`config.mk`:
```
export PLATFORM = sky130hd
export DESIGN_NAME = swg_runtime_loop_controller
export DESIGN_NICKNAME = d
export VERILOG_FILES = /design/src/rtl/swg_runtime_loop_controller.sv
export SDC_FILE = /design/constraint.sdc
export NUM_CORES = 1
export LEC_CHECK = 0
export BUFFER_PORTS_ARGS = -buffer_cell sky130_fd_sc_hd__buf_2
export CORE_ASPECT_RATIO = 1.25
export CORE_UTILIZATION = 50
export CTS_CLUSTER_SIZE = 8
export DETAILED_ROUTE_END_ITERATION = 6
export PLACE_DENSITY_LB_ADDON = 0.1
export SLEW_MARGIN = 20
export SYNTH_ARGS = -nofsm -noshare
export SYNTH_HDL_FRONTEND = slang
export SYNTH_SLANG_ARGS = --single-unit
```
`constraint.sdc`:
```
create_clock -name ap_clk -period 4.7 [get_ports ap_clk]
set_clock_uncertainty 0.05 [all_clocks]
set_input_delay 0.705 -clock ap_clk [delete_from_list [all_inputs] [get_ports ap_clk]]
set_output_delay 0.705 -clock ap_clk [all_outputs]
set_load 0.02 [all_outputs]
```
`src/rtl/swg_runtime_loop_controller.sv`:
```
// swg_runtime_loop_controller: runtime-configured H/W/KH/KW/SIMD loop sequencer with a shadow config slot
module swg_runtime_loop_controller #(
  parameter int INCR_BITWIDTH = 8,
  parameter int CNT_BITWIDTH  = 16
) (
  input  logic                         ap_clk,
  input  logic                         ap_rst_n,
  input  logic                         cfg_valid,
  output logic                         cfg_ready,
  input  logic [5*CNT_BITWIDTH-1:0]    cfg_counts,
  input  logic [5*INCR_BITWIDTH-1:0]   cfg_head_incr,
  input  logic [3*INCR_BITWIDTH-1:0]   cfg_tail_incr,
  input  logic                         advance,
  output logic                         cmd_valid,
  output logic [INCR_BITWIDTH-1:0]     addr_incr,
  output logic [INCR_BITWIDTH-1:0]     tail_incr,
  output logic                         last_step,
  output logic                         fm_done
);
  localparam int IW = INCR_BITWIDTH;
  localparam int CW = CNT_BITWIDTH;
  localparam logic [0:0] IDLE = 1'b0;
  localparam logic [0:0] RUN  = 1'b1;
  localparam logic [2:0] LAST = 3'd5;
  typedef struct packed {
    logic [4:0][CW-1:0] cnt;
    logic [4:0][IW-1:0] head;
    logic [2:0][IW-1:0] tail;
  } cfg_t;
  cfg_t cfg_in, act_q, act_d, sh_q, sh_d;
  logic [4:0][CW-1:0] c_q, c_d;
  logic [0:0] state_q, state_d;
  logic sh_v_q, sh_v_d, hs, fm_done_d, last_d;
  logic [IW-1:0] addr_d, tail_d;
  logic [2:0] lvl_q, lvl_d;
  // innermost loop level whose down-counter is still nonzero, LAST when the FM is on its final fetch
  function automatic logic [2:0] level(input logic [4:0][CW-1:0] c);
    level = LAST;
    for (int i = 4; i >= 0; i--) if (c[i] != '0) level = 3'(i);
  endfunction
  assign cfg_in    = {cfg_counts, cfg_head_incr, cfg_tail_incr};
  assign cfg_ready = ap_rst_n && !sh_v_q;
  assign hs        = cfg_valid && cfg_ready;
  assign cmd_valid = (state_q == RUN);
  assign lvl_q     = level(c_q);
  assign lvl_d     = level(c_d);
  // next config/counter state; outputs are precomputed from it so they track c with no extra lag
  always_comb begin
    act_d     = act_q;
    sh_d      = sh_q;
    sh_v_d    = sh_v_q;
    c_d       = c_q;
    state_d   = state_q;
    fm_done_d = 1'b0;
    if (state_q == IDLE) begin
      if (hs) begin
        act_d   = cfg_in;
        c_d     = cfg_in.cnt;
        state_d = RUN;
      end
    end else if (advance && lvl_q != LAST) begin
      for (int i = 0; i < 5; i++)
        if (3'(i) < lvl_q) c_d[i] = act_q.cnt[i];
        else if (3'(i) == lvl_q) c_d[i] = c_q[i] - CW'(1);
      if (hs) begin
        sh_d   = cfg_in;
        sh_v_d = 1'b1;
      end
    end else if (advance) begin
      fm_done_d = 1'b1;
      if (sh_v_q) begin
        act_d  = sh_q;
        c_d    = sh_q.cnt;
        sh_v_d = 1'b0;
      end else if (hs) begin
        act_d = cfg_in;
        c_d   = cfg_in.cnt;
      end else c_d = act_q.cnt;
    end else if (hs) begin
      sh_d   = cfg_in;
      sh_v_d = 1'b1;
    end
    addr_d = (state_d != RUN || lvl_d == LAST) ? '0 : act_d.head[lvl_d];
    tail_d = (state_d != RUN) ? '0 :
             (lvl_d == LAST) ? act_d.tail[2] :
             (lvl_d == 3'd4) ? act_d.tail[1] :
             (lvl_d == 3'd3) ? act_d.tail[0] : IW'(1);
    last_d = (state_d == RUN) && (lvl_d == LAST);
  end
  // state and output registers, cleared asynchronously
  always_ff @(posedge ap_clk or negedge ap_rst_n) begin
    if (!ap_rst_n) begin
      state_q   <= IDLE;
      act_q     <= '0;
      sh_q      <= '0;
      sh_v_q    <= 1'b0;
      c_q       <= '0;
      addr_incr <= '0;
      tail_incr <= '0;
      last_step <= 1'b0;
      fm_done   <= 1'b0;
    end else begin
      state_q   <= state_d;
      act_q     <= act_d;
      sh_q      <= sh_d;
      sh_v_q    <= sh_v_d;
      c_q       <= c_d;
      addr_incr <= addr_d;
      tail_incr <= tail_d;
      last_step <= last_d;
      fm_done   <= fm_done_d;
    end
  end
endmodule

```
# Word level (Yosys, flattened, before mapping)
# Index checks and enable logic that the tools add are counted.
# totals
regBits	388
inputBits	148
out_inout_bits	20
word_cells	128
# op_classes
addsub	5
order_cmp	6
eq_ne	11
mux	49
n_bitwise	1
reduce_logical	19
# ops
operator	n
144-bit two-way mux	8
80-bit two-way mux	6
16-bit two-way mux	10
16-bit nonzero test	10
16-bit by 1-bit subtractor with 16-bit output, second input constant	5
8-bit two-way mux	6
8-bit binary-select mux with 3-bit select	1
3-bit two-way mux	8
1-bit two-way mux	10
2-bit by 3-bit == test with 1-bit output, first input constant	2
3-bit == test, second input constant	2
1-bit by 3-bit < comparator with 1-bit output, first input constant	2
2-bit by 3-bit < comparator with 1-bit output, first input constant	2
1-bit logical AND	4
3-bit by 4-bit < comparator with 1-bit output, second input constant	1
2-bit != test, second input constant	2
2-bit AND reduction	2
1-bit by 3-bit == test with 1-bit output, first input constant	1
3-bit by 2-bit == test with 1-bit output, second input constant	1
3-bit == test, first input constant	1
3-bit zero test	1
3-bit < comparator, first input constant	1
3-bit != test, second input constant	1
2-bit by 1-bit != test with 1-bit output, second input constant	1
3 further kinds	3

# Longest topological paths before layout
# Gate-level depths: netlist of the first run.
# depth
depth_word	22
mapped_depth	20
ltp_nobuf	15

# Worst setup path after synthesis of the first run
# OpenSTA, ideal clock, no wires.
# synth_timing
path_type	input port to flip-flop
start	in ap_rst_n
end	reg addr_incr[6]
setup_ps	132
arrival_ps	4672
required_ps	4518
setup_slack_ps	-154
path_stages	16
path_buffers	6
cell_sequence	clkbuf_1 > nand2_1 > buf_1 > buf_2 > clkbuf_1 > clkbuf_1 > mux2i_1 > o21ai_0 > a221oi_1 > a21oi_1 > nor4b_1 > nand2_2 > a221oi_4 > buf_4 > nand3b_1 > o211ai_1
# synth_lines
item	line	rtl
start, declared	7	input logic ap_rst_n,
end signal, assigned	108	addr_incr <= addr_d;
end, declared	15	output logic [INCR_BITWIDTH-1:0] addr_incr,

==> results of run 1 <==
-- per-layer routing --
metal  share of wire, %  global-route usage, %
met2                 49                   64.3
met5              0.038                      0
met3                6.9                   5.04
met1                 40                   48.9
met4                4.5                   16.3
-- worst register-to-register path, cell delays in order, from the launching register on --
cell and delay (ns):
dfrtp_1 0.39, inv_2 0.07, ha_2 0.17, or3b_4 0.40, nor4_4 0.31, buf_4 0.18, nand2_2 0.06, o31a_4 0.39
a32oi_1 0.21, a31oi_1 0.14, or4_1 0.56, or4b_4 0.59, or3b_4 0.50, o31ai_1 0.33, o32ai_1 0.14
-- cells by family after synthesis --
kind of cell	share of synthesized area, %
AO/OA/AOI/OAI	25.0
XOR/XNOR	0.555
adder cells (fa/ha/maj)	0.423
buffers and inverters	4.61
flip-flops	41.0
multiplexers	10.9
AND/OR/NAND/NOR	17.6
-- power breakdown --
part / leakage [nW] / internal, mW / switching, mW / total [mW]
logic: 7.27 / 2.13 / 2.41 / 4.55
clock network: 0.708 / 2.06 / 1.50 / 3.56
registers: 4.34 / 4.50 / 0.959 / 5.46
total: 12.3 / 8.70 / 4.88 / 13.6
-- metrics by stage --
step	area, um2	setup TNS, ns
floorplan	23700	0
global placement	26800	0
detailed placement	26800	0
CTS	28300	0
global route	28600	-0.179
finish	28600	0
-- flip-flops by register name, indices dropped and copies added (netlist names) --
| name | count |
|---|---|
| c_q | 80 |
| fm_done | 1 |
| act_q | 144 |
| sh_v_q | 1 |
| last_step | 1 |
| addr_incr | 8 |
| cmd_valid | 1 |
| sh_q | 144 |
| tail_incr | 8 |
-- cell type report --
cell class	count	share of cell area (%)
multi-input cells	1975	45.8
flip-flops and latches	388	34.0
repair buffers	467	11.7
clock buffers	58	4.85
well taps	630	2.76
inverters	48	0.630
clock inverters	3	0.227
diodes	2	0.0175
-- final timing paths --
check	depth (start not counted)	end	slack, ns	start
min reg2reg	1	sh_q[138]	0.45	sh_q[138]
max	14	addr_incr[2]	0.11	c_q[33]
max in group asynchronous	5	tail_incr[7]	2.11	ap_rst_n
min	2	sh_q[91]	0.29	cfg_counts[27]
min in group asynchronous	2	act_q[81]	0.45	ap_rst_n
max reg2reg	14	addr_incr[2]	0.11	c_q[33]
-- timing repair --
item                       4_1_cts  5_1_grt
setup endpoints to repair        1       17
hold buffers                     1        0
resized for setup                1       49
hold endpoints to repair         5        0
buffers inserted                 0       10
pin swaps                        0       14
-- cell usage in the layout, fill, tap and decap left out, types with 98 or more instances in the layout --
master	netlist	final
buf_4	2	272
a211oi_1	104	104
dfrtp_1	388	386
o21ai_0	136	136
buf_2	15	166
a21oi_1	166	166
mux2_2	159	159
o22ai_1	107	107
nand2_1	376	373
nor2_1	100	98
==> results.cfg, run 1 <==
[global_routing]
gr-total-overflow = 0
grt_first_pass_wirelength_um = 142000
grt_max_degree = 106
antenna_found_initial = 4
grt_util_all_layers_pct = 38.1
grt_pass1_vias = 23500

[yosys]
yosysSeqAreaShare_pct = 41.0
synth_seq_cells = 388
synth_nets = 2803
synth_common_cells = dfrtp_1, nand2_1, clkbuf_1, a21oi_1, mux2_2
yosysWarnings = 0
yosys.area.top_type = dfrtp_1
synth_cell_types = 87
async_flop_share_pct = 100
synth_flop_cell = dfrtp_1
syn_inst = 2647
syn_area_mm2 = 0.0237
synth.most_common_cell = dfrtp_1
synth_enable_flop_cells = 0
yosysTopAreaCellShare_pct = 41.0
synth.avg_cell_area_um2 = 8.94
yosys-top-cells-area = dfrtp_1, mux2_2, nand2_1

[setup_path]
path_buf_inv = 2
cp_cell_sequence = inv_2, ha_2, or3b_4, nor4_4, buf_4, nand2_2, o31a_4, a32oi_1, a31oi_1, or4_1, or4b_4, or3b_4, o31ai_1, o32ai_1
cp_common_cell = or3b_4
slowest_stage = or4b_4
crit_path_max_fanout = 7
crit_type = flop to flop
cp-start-kind = flop
slowest_delay_ns = 0.59
cp_top_family = simple AND/OR/NAND/NOR gates
cp.arrival_ns = 5.02
crit_path_end_kind = flop
required_ns = 5.13

[job]
drv_cap = 0

[sta]
fmax_mhz = 218
min_period_ns = 4.59
holdWs_ns = 0.289
slew_headroom_pct = 26.9
setup_violations = 0
slew_viol_final = 0
hold_viol_final = 0
worst_pin_slew_ns = 1.10
fin_crit_sh_pct = 97.7
rsz0062_at_grt = true
setup_ws_ns = 0.109

[status]
outcome = completed

[drt]
route.detailed.drc = 0
detail-route-antenna-nets = 0
via_count = 23700
drt_iter0_drc = 1932
wl_per_cell_um = 25.8
detail_route.first_pass.iterations = 6
vias_per_cell = 6.63
wirelength_um = 92200

[clocking]
cts_buffers = 54
cts_root_buffer = clkbuf_16
cts.sinks = 388
htree_levels = 2
cts_tree = done
worstSkewPairLatency_ns = 0.61
path_clk_slew_ns = 0.05
cts_buffer_depth = 3

[cells_and_area]
synthToLayoutAreaGrowth_pct = 20.9
ff_latch_area_mm2 = 0.00972
drive_above_1_share_pct = 25.9
nets = 3090
multi_input_area_mm2 = 0.0131
postLayoutCoreUtil_pct = 61.6
fillers = 4097
stdcell_count = 3571

[placement]
place_inst = 3497
io_buffer_count = 167
dp_hpwl_um = 64800
preCtsSetupSlack_ns = 0.0133
place.gp.congestion = 0.986

[die]
fp.dieH_um = 245
die_w_um = 197
boundaryPins = 168
initial_core_util_pct = 50.9
row_count = 88
coreArea_mm2 = 0.0465
dieArea_mm2 = 0.0482

[worst_hold_path]
hp-class = input pin to flop

[power]
totalPowerFinal_mw = 13.6
power_leakage_nw = 12.3
power_density_mw_per_mm2 = 475
vdd_drop_max_v = 0.000343
(Power assumes the default switching activity.)
==> run 2: changes to the inputs <==
Settings changed: BUFFER_PORTS_ARGS -buffer_cell sky130_fd_sc_hd__buf_2 to -buffer_cell sky130_fd_sc_hd__buf_4.
==> results.cfg, run 2 (synthesized netlist as in run 1, its figures left out) <==
[setup_path]
cp.arrival_ns = 5.11
required_ns = 5.20
r2r_setup_slack_ns = 0.1
reg2reg_from = c_q[38]
rr_worst_depth = 16
cp-start-kind = flop
crit_type = flop to flop
crit_path_end_kind = flop
r2r_end = tail_incr[0]
crit_path_max_fanout = 16

[drt]
wl_per_cell_um = 25.9
drt_iter0_drc = 2280
route.detailed.drc = 6
detail-route-antenna-nets = 0
via_count = 23500
wirelength_um = 91100
vias_per_cell = 6.70
detail_route.first_pass.iterations = 7

[die]
coreArea_mm2 = 0.0465
row_count = 88
fp.dieH_um = 245
boundaryPins = 168
initial_core_util_pct = 50.9
dieArea_mm2 = 0.0482
die_w_um = 197

[cells_and_area]
drive_above_1_share_pct = 24.2
mostFrequentLayoutCells = buf_4, dfrtp_1, nand2_1, a21oi_1, mux2_2
fillers = 4087
ff_latch_area_mm2 = 0.00972
top_regs = act_q x144, sh_q x144, c_q x80
layout.cells.most_common = buf_4
synthToLayoutAreaGrowth_pct = 20.8
stdcell_count = 3516
multi_input_area_mm2 = 0.0130
nets = 3035
antennaDiodeCount = 0

[placement]
dp_hpwl_um = 63100
place.gp.congestion = 1.00
place_inst = 3450
preCtsSetupSlack_ns = -0.223
io_buffer_count = 167

[sta]
slew_viol_final = 0
setup_violations = 0
hold_viol_final = 0
worst_pin_slew_ns = 1.05
setup_ws_ns = 0.0953
holdWs_ns = 0.0916
fin_crit_sh_pct = 98.0
slew_headroom_pct = 30.1
fmax_mhz = 217
min_period_ns = 4.60

[clocking]
cts_root_buffer = clkbuf_16
worstSkewPairLatency_ns = 0.62
cts_buffers = 54
htree_levels = 2
cts_hold_buf = 0
cts_tree = done
cts_buffer_depth = 3
path_clk_slew_ns = 0.06
cts.sinks = 388

[status]
outcome = finished, violations left
violations = design-rule violations

[power]
vdd_drop_max_v = 0.000376
power_density_mw_per_mm2 = 475
power_leakage_nw = 12.2

[worst_hold_path]
hp-class = input pin to async pin

[global_routing]
grt_pass1_vias = 23500
gr-total-overflow = 0
grt_util_all_layers_pct = 37.7
grt_first_pass_wirelength_um = 140000
grt_max_degree = 106
antenna_found_initial = 2

[job]
drv_cap = 0
run 2: cell count changes in the layout (fill, tap and decap cells not counted), moves of 3 or more:
cell	delta
buf_4	+115
nor2b_1	+3
nor2b_2	-3
buf_12	+5
buf_6	-8
buf_2	-166
o31ai_2	+3
clkbuf_1	+3
run 2: area by class of cell:
type / instances / share of cell area (%)
multi-input cells: 1975 / 45.6
flip-flops and latches: 388 / 34.0
repair buffers: 412 / 11.9
clock buffers: 61 / 4.89
well taps: 630 / 2.76
inverters: 48 / 0.643
clock inverters: 2 / 0.210
run 2: worst max-delay path: stages (launching register included):
cell	delay, ns
dfrtp_1	0.37
or4_4	0.59
nor4_4	0.35
buf_4	0.17
buf_4	0.25
nand2_1	0.13
nor3_1	0.29
buf_4	0.17
a31oi_1	0.08
or3_1	0.40
nor4_1	0.33
and4_2	0.40
nor3_4	0.07
a221oi_4	0.28
buf_12	0.17
mux2i_1	0.23
o211a_1	0.18
run 2: routing by layer:
metal | vias up | global-route usage [%] | share of wire (%)
met5 | - | 0 | 0.013
met4 | 2 | 17.0 | 4.5
met3 | 263 | 5.87 | 7.5
met2 | 1175 | 63.1 | 48
met1 | 11700 | 48.0 | 40
li1 | 10400 | - | -
run 2: stage by stage:
stage          util, %  cell area (um2)  total power [mW]  TNS (ns)
2_1_floorplan        -            23700              8.13         0
3_3_place_gp      58.0            27000              9.72         0
3_5_place_dp      58.0            27000              9.89     -1.89
4_1_cts           61.3            28500              13.5         0
5_1_grt           61.5            28600              14.3    -0.125
6_report          61.5            28600              13.6         0
run 2: power by group:
group          switching, mW  internal (mW)
sequential             0.954           4.50
combinational           2.42           2.12
clock                   1.52           2.07
total                   4.89           8.69
run 2: worst max-delay path by stage:
stage | start | end | slack [ns] | cells after the start
6_report | c_q[38] | tail_incr[0] | 0.1 | 16
5_1_grt | c_q[32] | addr_incr[2] | -0.04 | 18
3_5_place_dp | c_q[0] | addr_incr[2] | -0.22 | 16
2_1_floorplan | ap_rst_n | addr_incr[6] | 0.01 | 16
3_3_place_gp | c_q[0] | tail_incr[0] | 0.006 | 21
4_1_cts | c_q[0] | tail_incr[0] | 0.04 | 21
run 2: what timing repair did:
action,4_1_cts,5_1_grt
setup buffers,2,1
endpoints found under the setup margin,17,17
pin swaps,3,4
gates resized for setup,10,22
